--- src/rtl/ps2_key_encoder_if.sv ---
// Event bus from the PS/2 encoder to ps2_key consumers.
// The master drives the event word and status strobes; consumers take the slave modport.
interface ps2_key_encoder_if;
   logic [64:0] ps2_key;
   logic        err_parity;
   logic        err_frame;
   logic        busy;

   modport master (output ps2_key, output err_parity, output err_frame, output busy);
   modport slave  (input  ps2_key, input  err_parity, input  err_frame, input  busy);
endinterface

--- src/rtl/ps2_key_encoder.sv ---
// PS/2 device-to-host deserialiser and scancode sequence assembler producing the ps2_key toggle word.
// Event visible 2 clk_sys after the stop-bit strobe; no backpressure, consumers watch bit [64].
module ps2_key_encoder #(
   parameter int FILTER_LEN = 8,
   parameter int TIMEOUT    = 48000
) (
   input  logic clk_sys,
   input  logic reset_n,
   input  logic ps2_clk_in,
   input  logic ps2_data_in,
   ps2_key_encoder_if.master key_if
);

   localparam int FW = $clog2(FILTER_LEN + 1);
   localparam int TW = $clog2(TIMEOUT + 1);

   typedef enum logic [1:0] {S_IDLE, S_DATA, S_PARITY, S_STOP} state_t;

   logic [1:0]    clk_sync, dat_sync;
   logic          clk_filt, clk_filt_q;
   logic [FW-1:0] filt_cnt;
   logic          strobe, dat_bit;

   state_t        state, state_nxt;
   logic [2:0]    bit_idx, bit_idx_nxt;
   logic [7:0]    shreg, shreg_nxt;
   logic          par, par_nxt;
   logic [TW-1:0] to_cnt, to_cnt_nxt;
   logic          perr_q, perr_nxt, ferr_q, ferr_nxt, bvld_q, bvld_nxt;

   logic [55:0]   acc;
   logic [63:0]   acc_new;
   logic [2:0]    pend;
   logic [64:0]   key_q;

   // Lines idle high, so the synchronisers and filter come out of reset at 1.
   always_ff @(posedge clk_sys or negedge reset_n) begin
      if (!reset_n) begin
         clk_sync   <= 2'b11;
         dat_sync   <= 2'b11;
         clk_filt   <= 1'b1;
         clk_filt_q <= 1'b1;
         filt_cnt   <= '0;
      end else begin
         clk_sync   <= {clk_sync[0], ps2_clk_in};
         dat_sync   <= {dat_sync[0], ps2_data_in};
         clk_filt_q <= clk_filt;
         if (clk_sync[1] == clk_filt) begin
            filt_cnt <= '0;
         end else if (filt_cnt == FW'(FILTER_LEN - 1)) begin
            clk_filt <= clk_sync[1];
            filt_cnt <= '0;
         end else begin
            filt_cnt <= filt_cnt + FW'(1);
         end
      end
   end

   assign strobe  = clk_filt_q & ~clk_filt;
   assign dat_bit = dat_sync[1];

   always_ff @(posedge clk_sys or negedge reset_n) begin
      if (!reset_n) begin
         state   <= S_IDLE;
         bit_idx <= '0;
         shreg   <= '0;
         par     <= 1'b0;
         to_cnt  <= '0;
         perr_q  <= 1'b0;
         ferr_q  <= 1'b0;
         bvld_q  <= 1'b0;
      end else begin
         state   <= state_nxt;
         bit_idx <= bit_idx_nxt;
         shreg   <= shreg_nxt;
         par     <= par_nxt;
         to_cnt  <= to_cnt_nxt;
         perr_q  <= perr_nxt;
         ferr_q  <= ferr_nxt;
         bvld_q  <= bvld_nxt;
      end
   end

   always_comb begin
      state_nxt   = state;
      bit_idx_nxt = bit_idx;
      shreg_nxt   = shreg;
      par_nxt     = par;
      perr_nxt    = 1'b0;
      ferr_nxt    = 1'b0;
      bvld_nxt    = 1'b0;
      to_cnt_nxt  = (state == S_IDLE) ? '0 : to_cnt + TW'(1);
      if (strobe) begin
         to_cnt_nxt = '0;
         case (state)
            S_IDLE: begin
               if (!dat_bit) begin
                  state_nxt   = S_DATA;
                  bit_idx_nxt = '0;
               end else begin
                  ferr_nxt = 1'b1;
               end
            end
            S_DATA: begin
               shreg_nxt   = {dat_bit, shreg[7:1]};
               bit_idx_nxt = bit_idx + 3'd1;
               if (bit_idx == 3'd7) state_nxt = S_PARITY;
            end
            S_PARITY: begin
               par_nxt   = dat_bit;
               state_nxt = S_STOP;
            end
            default: begin
               state_nxt = S_IDLE;
               if (!dat_bit)           ferr_nxt = 1'b1;
               else if (^{shreg, par}) bvld_nxt = 1'b1;
               else                    perr_nxt = 1'b1;
            end
         endcase
      end else if (state != S_IDLE && to_cnt == TW'(TIMEOUT - 1)) begin
         ferr_nxt   = 1'b1;
         state_nxt  = S_IDLE;
         to_cnt_nxt = '0;
      end
   end

   // shreg still holds the completed byte here: the next strobe is at least 2*FILTER_LEN cycles away.
   assign acc_new = {acc, shreg};

   always_ff @(posedge clk_sys or negedge reset_n) begin
      if (!reset_n) begin
         acc   <= '0;
         pend  <= '0;
         key_q <= '0;
      end else if (perr_q || ferr_q) begin
         acc  <= '0;
         pend <= '0;
      end else if (bvld_q) begin
         if (pend != 3'd0) begin
            pend <= pend - 3'd1;
            if (pend == 3'd1) begin
               key_q <= {~key_q[64], acc_new};
               acc   <= '0;
            end else begin
               acc <= acc_new[55:0];
            end
         end else if (shreg == 8'hE1) begin
            pend <= 3'd7;
            acc  <= acc_new[55:0];
         end else if (shreg == 8'hE0 || shreg == 8'hF0) begin
            acc <= acc_new[55:0];
         end else if (acc_new == 64'hE012 || acc_new == 64'hE0F07C) begin
            // PrtScr halves: wait for the rest of the sequence.
            acc <= acc_new[55:0];
         end else begin
            key_q <= {~key_q[64], acc_new};
            acc   <= '0;
         end
      end
   end

   assign key_if.ps2_key    = key_q;
   assign key_if.err_parity = perr_q;
   assign key_if.err_frame  = ferr_q;
   assign key_if.busy       = (state != S_IDLE);

endmodule

--- src/flat_wrapper.sv ---
// flat-port wrapper written by rule: the top's interface ports become plain ports
module ps2_key_encoder_flat 
#(
   parameter int FILTER_LEN = 8,
   parameter int TIMEOUT    = 48000
)
  (clk_sys, reset_n, ps2_clk_in, ps2_data_in, key_if_ps2_key, key_if_err_parity, key_if_err_frame, key_if_busy);
  ps2_key_encoder_if key_if_i ();
  input  logic clk_sys;
  input  logic reset_n;
  input  logic ps2_clk_in;
  input  logic ps2_data_in;
  output wire logic [$bits(key_if_i.ps2_key)-1:0] key_if_ps2_key;
  output wire logic [$bits(key_if_i.err_parity)-1:0] key_if_err_parity;
  output wire logic [$bits(key_if_i.err_frame)-1:0] key_if_err_frame;
  output wire logic [$bits(key_if_i.busy)-1:0] key_if_busy;
  assign key_if_ps2_key = key_if_i.ps2_key;
  assign key_if_err_parity = key_if_i.err_parity;
  assign key_if_err_frame = key_if_i.err_frame;
  assign key_if_busy = key_if_i.busy;
  ps2_key_encoder #(.FILTER_LEN(FILTER_LEN), .TIMEOUT(TIMEOUT)) u_core (.clk_sys(clk_sys), .reset_n(reset_n), .ps2_clk_in(ps2_clk_in), .ps2_data_in(ps2_data_in), .key_if(key_if_i));
endmodule
--- config.mk ---
export PLATFORM = sky130hd
export DESIGN_NAME = ps2_key_encoder_flat
export DESIGN_NICKNAME = d
export VERILOG_FILES = /design/src/rtl/ps2_key_encoder_if.sv /design/src/rtl/ps2_key_encoder.sv /design/src/flat_wrapper.sv
export SDC_FILE = /design/constraint.sdc
export NUM_CORES = 1
export LEC_CHECK = 0
export CORE_MARGIN = 3
export CORE_UTILIZATION = 54
export CTS_BUF_LIST = sky130_fd_sc_hd__clkbuf_2
export DETAILED_ROUTE_END_ITERATION = 16
export PLACE_DENSITY = 0.77
export SETUP_SLACK_MARGIN = 0.02
export SYNTH_ARGS = -nofsm -noshare
export SYNTH_HDL_FRONTEND = slang
export SYNTH_SLANG_ARGS = --single-unit
--- constraint.sdc ---
create_clock -name clk_sys -period 1.9 [get_ports clk_sys]
set_input_delay 0.19 -clock clk_sys [delete_from_list [all_inputs] [get_ports clk_sys]]
set_output_delay 0.19 -clock clk_sys [all_outputs]
set_load 0.01 [all_outputs]
==> results of run 1 <==
==> final cells by class <==
type	instances	area, sq um	area share, %
Tap cell	176	220	2.05
Multi-Input combinational cell	406	3500	32.6
Timing Repair Buffer	254	2490	23.1
Sequential cell	167	4190	38.9
Clock buffer	19	95.1	0.883
Inverter	10	40.0	0.372
Clock inverter	11	229	2.13
==> worst max path at each step <==
stage / from / to / slack (ps) / depth (start not counted)
after floorplan: u_core.pend[0] / u_core.key_if.ps2_key[10] / -50 / 10
after detailed placement: u_core.acc[35] / u_core.key_if.ps2_key[58] / -380 / 7
after global placement: u_core.acc[35] / u_core.key_if.ps2_key[62] / -380 / 7
final: u_core.acc[10] / u_core.acc[35] / -430 / 10
after CTS: u_core.pend[0] / u_core.key_if.ps2_key[51] / -230 / 10
after global routing: u_core.acc[10] / u_core.key_if.ps2_key[45] / -480 / 8
==> cells in the final DEF, fill, tap and decap left out, types with 6 or more instances in the layout <==
cell and n:
nor3b_1 6, buf_4 143, dlymetal6s2s_1 10, xnor2_1 15, ha_1 8, dfrtp_1 158
a21oi_1 9, nor3_1 7, buf_12 14, nand3_1 61, xor2_1 10, nand3b_1 50
mux2_2 13, nor2_1 23, bufinv_16 7, dfstp_2 6, dlygate4sd2_1 57, o21ai_0 6
clkbuf_2 19, mux2_4 63, nand2_1 18, buf_6 12, nand4_1 8, o21ai_2 48
buf_16 9
==> repair_timing <==
action,4_1_cts,5_1_grt
endpoints found under the hold margin,163,0
endpoints found under the setup margin,185,150
resized for setup,206,36
pin swaps,56,5
cloned,10,2
buffers inserted,58,20
hold buffers,4,0
==> synthesized netlist by cell type (3+ instances only) <==
master and instances:
a21oi_1 9, a41o_1 4, buf_12 5, buf_2 5
clkbuf_1 30, dfrtp_1 161, dfstp_2 6, ha_1 11
inv_1 10, mux2_2 26, mux2_4 50, nand2_1 19
nand2b_1 3, nand3_1 62, nand3b_1 50, nand4_1 8
nor2_1 28, nor2b_1 3, nor3_1 8, nor3b_1 6
nor4_1 11, o21ai_0 53, o21ai_1 3, xnor2_1 15
xor2_1 10
==> per-layer routing <==
layer  GRT usage (%)  up-vias  wire length [um]
li1                -     2700                 -
met1            33.5     3116              8480
met2            46.3      270             11200
met3            5.75       96              1190
met4            11.6        0              1060
met5               0        -                 0
==> per-stage QoR <==
stage	hold slack [ps]	total power [W]	worst slack, ps	TNS, ps
6_report	387	0.00719	-426	-38950
4_1_cts	355	0.00703	-233	-18860
5_1_grt	336	0.00747	-481	-47950
3_5_place_dp	180	0.00459	-377	-22630
3_3_place_gp	176	0.00456	-376	-25900
2_1_floorplan	-106	0.00428	-52.5	-2620
==> cell families (layout without fill, tap and decap cells) <==
| kind of cell | Yosys count | in the layout | synth area share, % |
|---|---|---|---|
| fa+ha+maj | 11 | 11 | 1.82 |
| mux | 78 | 78 | 14.0 |
| xor+xnor | 25 | 25 | 2.89 |
| simple gates | 213 | 213 | 16.2 |
| compound gates | 79 | 79 | 5.88 |
| flops | 167 | 167 | 55.2 |
| buf+inv | 54 | 294 | 3.94 |
==> critical path: cells and delay by family (launching register included) <==
| family | cells | cell delay [ps] |
|---|---|---|
| buf+inv | 4 | 550 |
| compound gates | 2 | 280 |
| simple gates | 4 | 950 |
| flops | 1 | 460 |
==> state kept, by name (all words and copies together), names as in the netlist <==
signal and cells:
u_core.key_if.ps2_key 65, u_core.acc 56, u_core.to_cnt 16, u_core.shreg 8
u_core.filt_cnt 4, u_core.bit_idx 3, u_core.pend 3, u_core.clk_sync 2
u_core.dat_sync 2, u_core.state 2, u_core.bvld_q 1, u_core.clk_filt 1
u_core.clk_filt_q 1, u_core.key_if.err_frame 1, u_core.key_if.err_parity 1, u_core.par 1
==> where the power goes <==
part	leakage, nW	switching (W)	internal (W)
Combinational	3.20	0.000661	0.000366
Sequential	2.31	0.0000659	0.00365
Clock	0.183	0.00120	0.00124
Total	5.68	0.00193	0.00526
==> impl_metrics.csv, run 1 <==
group,metric,value,unit
status,outcome,"complete, but fails checks",
status,violations,"setup timing",
critical_path,cp_data_arrival_time,3010,ps
clock_network,cts_buffer_depth,2,
synth,ys_seq_area_share,55.2,%
detailed_routing,wirelength,21900,um
floorplanning,die_w,124,um
global_routing,gr-usage-all-layers,27.1,%
synth,synth_top_area_share,53.1,%
detailed_routing,drt-pass1-iter-count,7,
synth,synth_area_per_cell,12.1,sq um
global_routing,grt_max_degree,117,
global_routing,grt_pass1_wl,33800,um
placed_design,placed_area,9070,sq um
cells_and_area,fillers,706,
power,p_per_area,668,nW/um^2
critical_path,crit_type,"reg -> reg",
floorplanning,core,13500,sq um
critical_path,timing.rr.start,"u_core.acc[10]",
placed_design,dp_cells,921,
cells_and_area,utilization,79.7,%
synth,synth_seq_cells,167,
power,irDropWorstVdd,0.636,mV
synth,ys_top_cells_by_area,"dfrtp_1 (53%), mux2_4 (9.9%), nand3b_1 (5.0%), nand3_1 (4.1%), mux2_2 (3.9%)",
clock_network,clk_pin_slew,240,ps
synth,synth_ff_type,"dfrtp_1",
worst_hold_path,hp-class,"reg -> reg",
timing,slew-limit-headroom,64.1,%
clock_network,tritoncts,"done",
detailed_routing,vias_per_cell,5.93,
timing,finalWorstSetupSlack,-426,ps
detailed_routing,drtAntennaViolNets,0,
synth,syn_area,7580,sq um
critical_path,crit_top_cell,"buf_12",
critical_path,r2r_setup_slack,-430,ps
critical_path,slowest_stage,"dfrtp_1",
cells_and_area,fin_cells,1043,
critical_path,slowest_delay,460,ps
detailed_routing,wire_per_inst,21.0,um
timing,finalCritPeriodShare,122,%
cells_and_area,final_net_count,871,
worst_hold_path,min_to,"u_core.dat_sync[1]",
synth,synth_edf_count,0,
cells_and_area,fin_area,10800,sq um
placed_design,gp_congestion,0.863,
power,p_leak,5.68,nW
floorplanning,fp.dieH,124,um
critical_path,rr_worst_depth,10,
clock_network,clock-sinks,167,
detailed_routing,drc,0,
run,maxCapViolCount,0,
worst_hold_path,hold_start,"u_core.dat_sync[0]",
floorplanning,rows,42,
floorplanning,start_util,56.1,%
detailed_routing,first_iter_violations,498,
synth,async_flop_share,100,%
global_routing,antenna_found_initial,0,
detailed_routing,vias,6182,
cells_and_area,antennaDiodeCount,0,
critical_path,regToRegEndpoint,"u_core.acc[35]",
synth,synth_top_area_cell,"dfrtp_1",
timing,tightest_slew,538,ps
critical_path,cp_cell_sequence,"nor4b_2 -> nand4_1 -> nor3_2 -> a31oi_1 -> buf_4 -> and2_4 -> buf_12 -> buf_12 -> buf_16 -> o21ai_1",
timing,finalHoldViolCount,0,
timing,slew_viol_final,0,
cells_and_area,drive_gt1_share,43.6,%
clock_network,cts_max_level,4,
global_routing,grt_pass1_vias,6353,
timing,maxClockFrequency,0.430,GHz
cells_and_area,area_growth,42.0,%
global_routing,gr-total-overflow,0,
clock_network,cts_buffers,17,
synth,yosysUniqueCellTypes,49,
synth,yosysWarnings,0,
timing,fin_crit,2330,ps
clock_network,clock_latency,750,ps
critical_path,cp-end-kind,"register",
placed_design,dp_hpwl,11700,um
floorplanning,ios,72,
clock_network,cts_root_buffer,"clkbuf_2",
timing,rsz0062_at_grt,"yes",
floorplanning,die_area,15500,sq um
critical_path,path_max_fanout,6,
critical_path,cp.required,2580,ps
timing,finClkSkew,35.3,ps
placed_design,port-buffer-count,71,
worst_hold_path,hold_depth,0,
synth,syn-num-nets,642,
synth,synth_cells,627,
timing,setup_viol,117,
critical_path,startpoint_type,"register",
Power figures use the tool's default switching activity.
==> run 2: changes to the inputs <==
Settings changed: PLACE_DENSITY 0.77 to 0.82, SETUP_SLACK_MARGIN 0.02 to default.
==> impl_metrics.csv, run 2 (synthesized netlist as in run 1, its figures left out) <==
group,metric,value,unit
floorplanning,die_area,15500,sq um
global_routing,grt_pass1_vias,6537,
cells_and_area,largest_reg_flops,65,
timing,fin_crit,2400,ps
detailed_routing,wirelength,23800,um
cells_and_area,fillers,681,
placed_design,dp_hpwl,12000,um
global_routing,antenna_found_initial,0,
clock_network,tritoncts,"done",
placed_design,placed_area,9130,sq um
critical_path,cp_data_arrival_time,3080,ps
cells_and_area,final_net_count,865,
power,p_leak,5.49,nW
cells_and_area,layout_common_cells,"dfrtp_1 (158), buf_4 (145), dlygate4sd2_1 (66)",
timing,finalCritPeriodShare,126,%
cells_and_area,register_area,4190,sq um
detailed_routing,drtAntennaViolNets,0,
global_routing,grt_max_degree,108,
clock_network,cts_max_level,4,
clock_network,clk_pin_slew,240,ps
cells_and_area,antennaDiodeCount,0,
cells_and_area,drive_gt1_share,43.3,%
detailed_routing,wire_per_inst,22.9,um
cells_and_area,fin_area,10600,sq um
floorplanning,fp.dieH,124,um
status,outcome,"complete, but fails checks",
cells_and_area,utilization,78.7,%
timing,slew_viol_final,0,
clock_network,cts_buffer_depth,2,
placed_design,gp_congestion,0.877,
floorplanning,rows,42,
clock_network,cts_buffers,17,
clock_network,cts_root_buffer,"clkbuf_2",
cells_and_area,mostFrequentLayoutCell,"dfrtp_1",
floorplanning,start_util,56.1,%
critical_path,cp-end-kind,"register",
worst_hold_path,hp-class,"reg -> reg",
timing,finalHoldViolCount,0,
critical_path,cp.required,2580,ps
timing,finClkSkew,54.0,ps
detailed_routing,vias,6430,
power,irDropWorstVdd,0.635,mV
detailed_routing,first_iter_violations,682,
detailed_routing,drc,0,
critical_path,startpoint_type,"register",
critical_path,crit_type,"reg -> reg",
clock_network,clock-sinks,167,
clock_network,clock_latency,800,ps
critical_path,path_max_fanout,12,
timing,slew-limit-headroom,60.1,%
timing,rsz0062_at_grt,"yes",
timing,finalWorstSetupSlack,-498,ps
timing,setup_viol,121,
global_routing,grt_pass1_wl,35500,um
power,p_total,0.00682,W
timing,tightest_slew,599,ps
placed_design,port-buffer-count,71,
global_routing,gr-total-overflow,0,
floorplanning,core,13500,sq um
floorplanning,die_w,124,um
cells_and_area,area_growth,40.2,%
detailed_routing,drt-pass1-iter-count,7,
cells_and_area,multi_input_area,3600,sq um
floorplanning,ios,72,
detailed_routing,vias_per_cell,6.19,
status,violations,"setup timing",
global_routing,gr-usage-all-layers,28.9,%
placed_design,post-place-ws,-443,ps
power,p_per_area,642,nW/um^2
timing,maxClockFrequency,0.417,GHz
run,maxCapViolCount,0,
run 2: cell types whose count changed in the layout (fill, tap and decap cells not counted), moves of 3 or more:
cell / delta
o21ai_2: -13
buf_6: -5
clkinv_4: +4
o21ai_4: +15
dlygate4sd2_1: +9
nor2_2: -3
bufinv_16: -3
dlymetal6s2s_1: -9
nor2_1: +3
run 2: where the power goes:
part / internal, W / switching [W] / total, W
sequential: 0.00365 / 0.0000684 / 0.00372
clock: 0.000871 / 0.00129 / 0.00216
combinational: 0.000302 / 0.000639 / 0.000940
run 2: final timing paths:
path	startpoint	depth (start not counted)	endpoint	slack [ps]
max reg2reg	u_core.acc[43]	8	u_core.key_if.ps2_key[7]	-500
min	u_core.clk_sync[0]	0	u_core.clk_sync[1]	360
min in group asynchronous	reset_n	4	u_core.acc[16]	510
max in group asynchronous	reset_n	4	u_core.key_if.ps2_key[63]	1030
max	u_core.acc[43]	8	u_core.key_if.ps2_key[7]	-500
min reg2reg	u_core.clk_sync[0]	0	u_core.clk_sync[1]	360
run 2: routing by layer:
| layer | track usage (%) | wire (um) | vias to the layer above | share of wire (%) |
|---|---|---|---|---|
| li1 | - | - | 2678 | - |
| met1 | 33.9 | 8790 | 3214 | 37 |
| met2 | 49.0 | 12000 | 411 | 50 |
| met3 | 7.72 | 1860 | 127 | 7.8 |
| met4 | 14.6 | 1170 | 0 | 4.9 |
| met5 | 0 | 0 | - | 0 |
run 2: layout make-up:
cell class / instances / share of cell area (%)
clock buffer: 19 / 0.894
clock inverter: 13 / 1.69
inverter: 10 / 0.353
multi-input combinational: 406 / 33.9
sequential: 167 / 39.4
tap: 176 / 2.07
timing repair buffer: 248 / 21.7
run 2: critical path, stage by stage (launching register included):
cell and delay (ps):
dfrtp_1 460, nor3_1 470, nand3_1 150, nor2_1 190, a31oi_2 140, nand4_1 200, buf_6 200, buf_16 170
mux2_4 300
run 2: metrics by stage:
stage	hold slack (ps)	instances	setup TNS (ps)
3_3_place_gp	163	931	-20460
3_5_place_dp	159	931	-28150
6_report	356	1039	-45310
5_1_grt	326	1039	-59590
4_1_cts	302	1030	-22540
2_1_floorplan	-106	627	-2620
run 2: what timing repair did:
item,in CTS,in global routing
endpoints found under the hold margin,169,0
endpoints found under the setup margin,187,135
gates resized for setup,202,42
hold buffers,5,0
cloned,10,2
pin swaps,52,15
setup buffers,53,12
==> run 3: changes to the inputs <==
Settings changed: ABC_AREA from default to 1, CORE_UTILIZATION 54 to 53, PLACE_DENSITY 0.82 to 0.81.
==> impl_metrics.csv, run 3 <==
group,metric,value,unit
critical_path,crit_family,"simple AND/OR/NAND/NOR gates",
critical_path,crit_type,"reg -> reg",
placed_design,gp_congestion,0.849,
critical_path,startpoint_type,"register",
global_routing,grt_max_degree,68,
floorplanning,start_util,54.5,%
clock_network,clk_pin_slew,220,ps
synth,ys_top_cells_by_area,"dfrtp_1 (56%), nand2_1 (19%), nand3_1 (4.6%), nor2_1 (3.6%), inv_1 (2.3%)",
power,p_per_area,778,nW/um^2
synth,synth_seq_cells,167,
synth,synth_commonest_cells,"nand2_1 (373), dfrtp_1 (161), nor2_1 (69)",
synth,synth_cells,848,
synth,synth_edf_count,0,
status,violations,"setup timing",
detailed_routing,vias,6714,
critical_path,slowest_delay,440,ps
cells_and_area,mostFrequentLayoutCell,"nand2_1",
status,outcome,"complete, but fails checks",
clock_network,cts_max_level,4,
synth,synth_ff_type,"dfrtp_1",
placed_design,placed_area,8640,sq um
timing,finClkSkew,49.9,ps
global_routing,grt_pass1_wl,30200,um
cells_and_area,fin_area,10000,sq um
floorplanning,fp.dieH,123,um
run,maxCapViolCount,0,
placed_design,dp_cells,1143,
clock_network,cts_buffers,17,
critical_path,cp_data_arrival_time,2750,ps
timing,fin_crit,2070,ps
global_routing,gr-usage-all-layers,25.6,%
critical_path,crit_buf_inv,6,
timing,finalWorstSetupSlack,-173,ps
global_routing,antenna_found_initial,0,
global_routing,top_usage_layer,"met2",
global_routing,gr-total-overflow,0,
clock_network,clock_latency,760,ps
critical_path,r2r_setup_slack,-170,ps
global_routing,use_met1,33.8,%
power,p_total,0.00782,W
clock_network,clock-sinks,167,
cells_and_area,drive_gt1_share,25.9,%
global_routing,grtUsageMet2,42.5,%
critical_path,path_max_fanout,7,
clock_network,tritoncts,"done",
placed_design,port-buffer-count,71,
cells_and_area,largest_reg_flops,65,
cells_and_area,fin_cells,1243,
floorplanning,ios,72,
floorplanning,rows,42,
timing,tightest_slew,487,ps
cells_and_area,layout_common_cells,"nand2_1 (313), dfrtp_1 (161), buf_4 (110)",
synth,synth_top_area_share,55.6,%
critical_path,cp_cell_sequence,"inv_2 -> ha_4 -> inv_2 -> nor2_4 -> nand4_1 -> nor2_2 -> nand3_2 -> buf_6 -> nand4_1 -> buf_4 -> buf_8 -> buf_12 -> nand2_1 -> nand2_1",
synth,yosysWarnings,0,
cells_and_area,antennaDiodeCount,0,
power,p_leak,5.69,nW
cells_and_area,area_growth,38.7,%
floorplanning,die_area,15100,sq um
timing,slew-limit-headroom,67.2,%
detailed_routing,vias_per_cell,5.40,
detailed_routing,drt-pass1-iter-count,6,
synth,ys_seq_area_share,57.8,%
critical_path,cp-end-kind,"register",
synth,syn_area,7240,sq um
timing,finalHoldViolCount,0,
placed_design,dp_hpwl,10800,um
synth,synth_area_per_cell,8.54,sq um
detailed_routing,drtAntennaViolNets,0,
critical_path,slowest_stage,"dfrtp_1",
timing,setup_viol,108,
clock_network,cts_root_buffer,"clkbuf_2",
floorplanning,core,13300,sq um
cells_and_area,final_net_count,1069,
detailed_routing,drc,0,
synth,post-synth-top-count-cell,"nand2_1",
cells_and_area,fillers,884,
power,irDropWorstVdd,0.699,mV
synth,async_flop_share,100,%
synth,yosysUniqueCellTypes,33,
critical_path,cp.required,2580,ps
timing,maxClockFrequency,0.482,GHz
worst_hold_path,hp-class,"reg -> reg",
timing,slew_viol_final,0,
detailed_routing,wirelength,21100,um
timing,rsz0062_at_grt,"yes",
global_routing,grt_pass1_vias,6320,
detailed_routing,wire_per_inst,17.0,um
clock_network,cts_buffer_depth,2,
timing,finalCritPeriodShare,109,%
detailed_routing,first_iter_violations,743,
synth,synth_top_area_cell,"dfrtp_1",
synth,syn-num-nets,863,
floorplanning,die_w,123,um
global_routing,grt_util_met3,4.19,%
## run 3: cell types whose count changed after synthesis, moves of 6 or more
cell and delta:
mux2_2 -24, nor4_1 -8, nand2_1 +354, nor2_1 +41, mux2_4 -50, nand3b_1 -49
o21ai_0 -32, buf_4 +6, a21oi_1 -6, xnor2_1 -7, inv_1 +34, clkbuf_1 -24
## run 3: through the flow
step | worst slack [ps] | hold WS, ps | TNS (ps) | utilization, %
global placement | -121 | 143 | -6380 | 65.0
global route | -253 | 374 | -15730 | 75.5
CTS | -101 | 345 | -4070 | 71.0
finish | -173 | 373 | -7380 | 75.5
floorplan | 149 | -106 | 0 | -
detailed placement | -224 | 139 | -16280 | 65.0
## run 3: area by class of cell
class                   instances  area, sq um  share of cell area, %
clock buffers                  18         90.1                  0.897
clock inverters                14          149                   1.48
inverters                      46          175                   1.74
multi-input cells             604         3060                   30.5
flip-flops and latches        167         4190                   41.7
well taps                     176          220                   2.19
repair buffers                218         2160                   21.5
## run 3: logic make-up after synthesis
group / count (synthesis) / share of synthesized area [%]
AND/OR/NAND/NOR: 541 / 30.3
flip-flops: 167 / 57.8
buffers and inverters: 78 / 5.13
AO/OA/AOI/OAI: 34 / 2.75
XOR/XNOR: 15 / 1.81
adder cells (fa/ha/maj): 11 / 1.90
multiplexers: 2 / 0.311
## run 3: path summary, 6_finish.rpt
check / startpoint / end / cells past startpoint
worst max-delay path: u_core.pend[0] / u_core.key_if.ps2_key[5] / 14
worst min-delay path: u_core.dat_sync[0] / u_core.dat_sync[1] / 0
min in group asynchronous: reset_n / u_core.key_if.ps2_key[14] / 4
max in group asynchronous: reset_n / u_core.dat_sync[0] / 4
worst min register to register: u_core.dat_sync[0] / u_core.dat_sync[1] / 0
worst max register to register: u_core.pend[0] / u_core.key_if.ps2_key[5] / 14
## run 3: routing by layer
layer	vias to the layer above	wire, um	share of wire, %
met5	-	0	0
met4	0	788	3.7
met3	67	1450	6.9
met2	321	10800	51
met1	3255	8060	38
li1	3071	-	-
## run 3: report_power, final
part           internal [W]  switching [W]
clock network      0.000616        0.00129
registers           0.00368      0.0000777
logic              0.000963        0.00119
## run 3: timing repair
item / in CTS / in global routing
cloned: 7 / 12
hold buffers: 5 / 0
hold endpoints to repair: 169 / 0
gates resized for setup: 102 / 101
setup endpoints to repair: 182 / 126
setup buffers: 37 / 9
pin swaps: 14 / 41
## run 3: worst register-to-register path, stage by stage (launching register included)
cell and delay [ps]:
dfrtp_1 440, inv_2 90, ha_4 140, inv_2 40, nor2_4 100, nand4_1 120
nor2_2 140, nand3_2 120, buf_6 140, nand4_1 100, buf_4 160, buf_8 140
buf_12 140, nand2_1 70, nand2_1 70
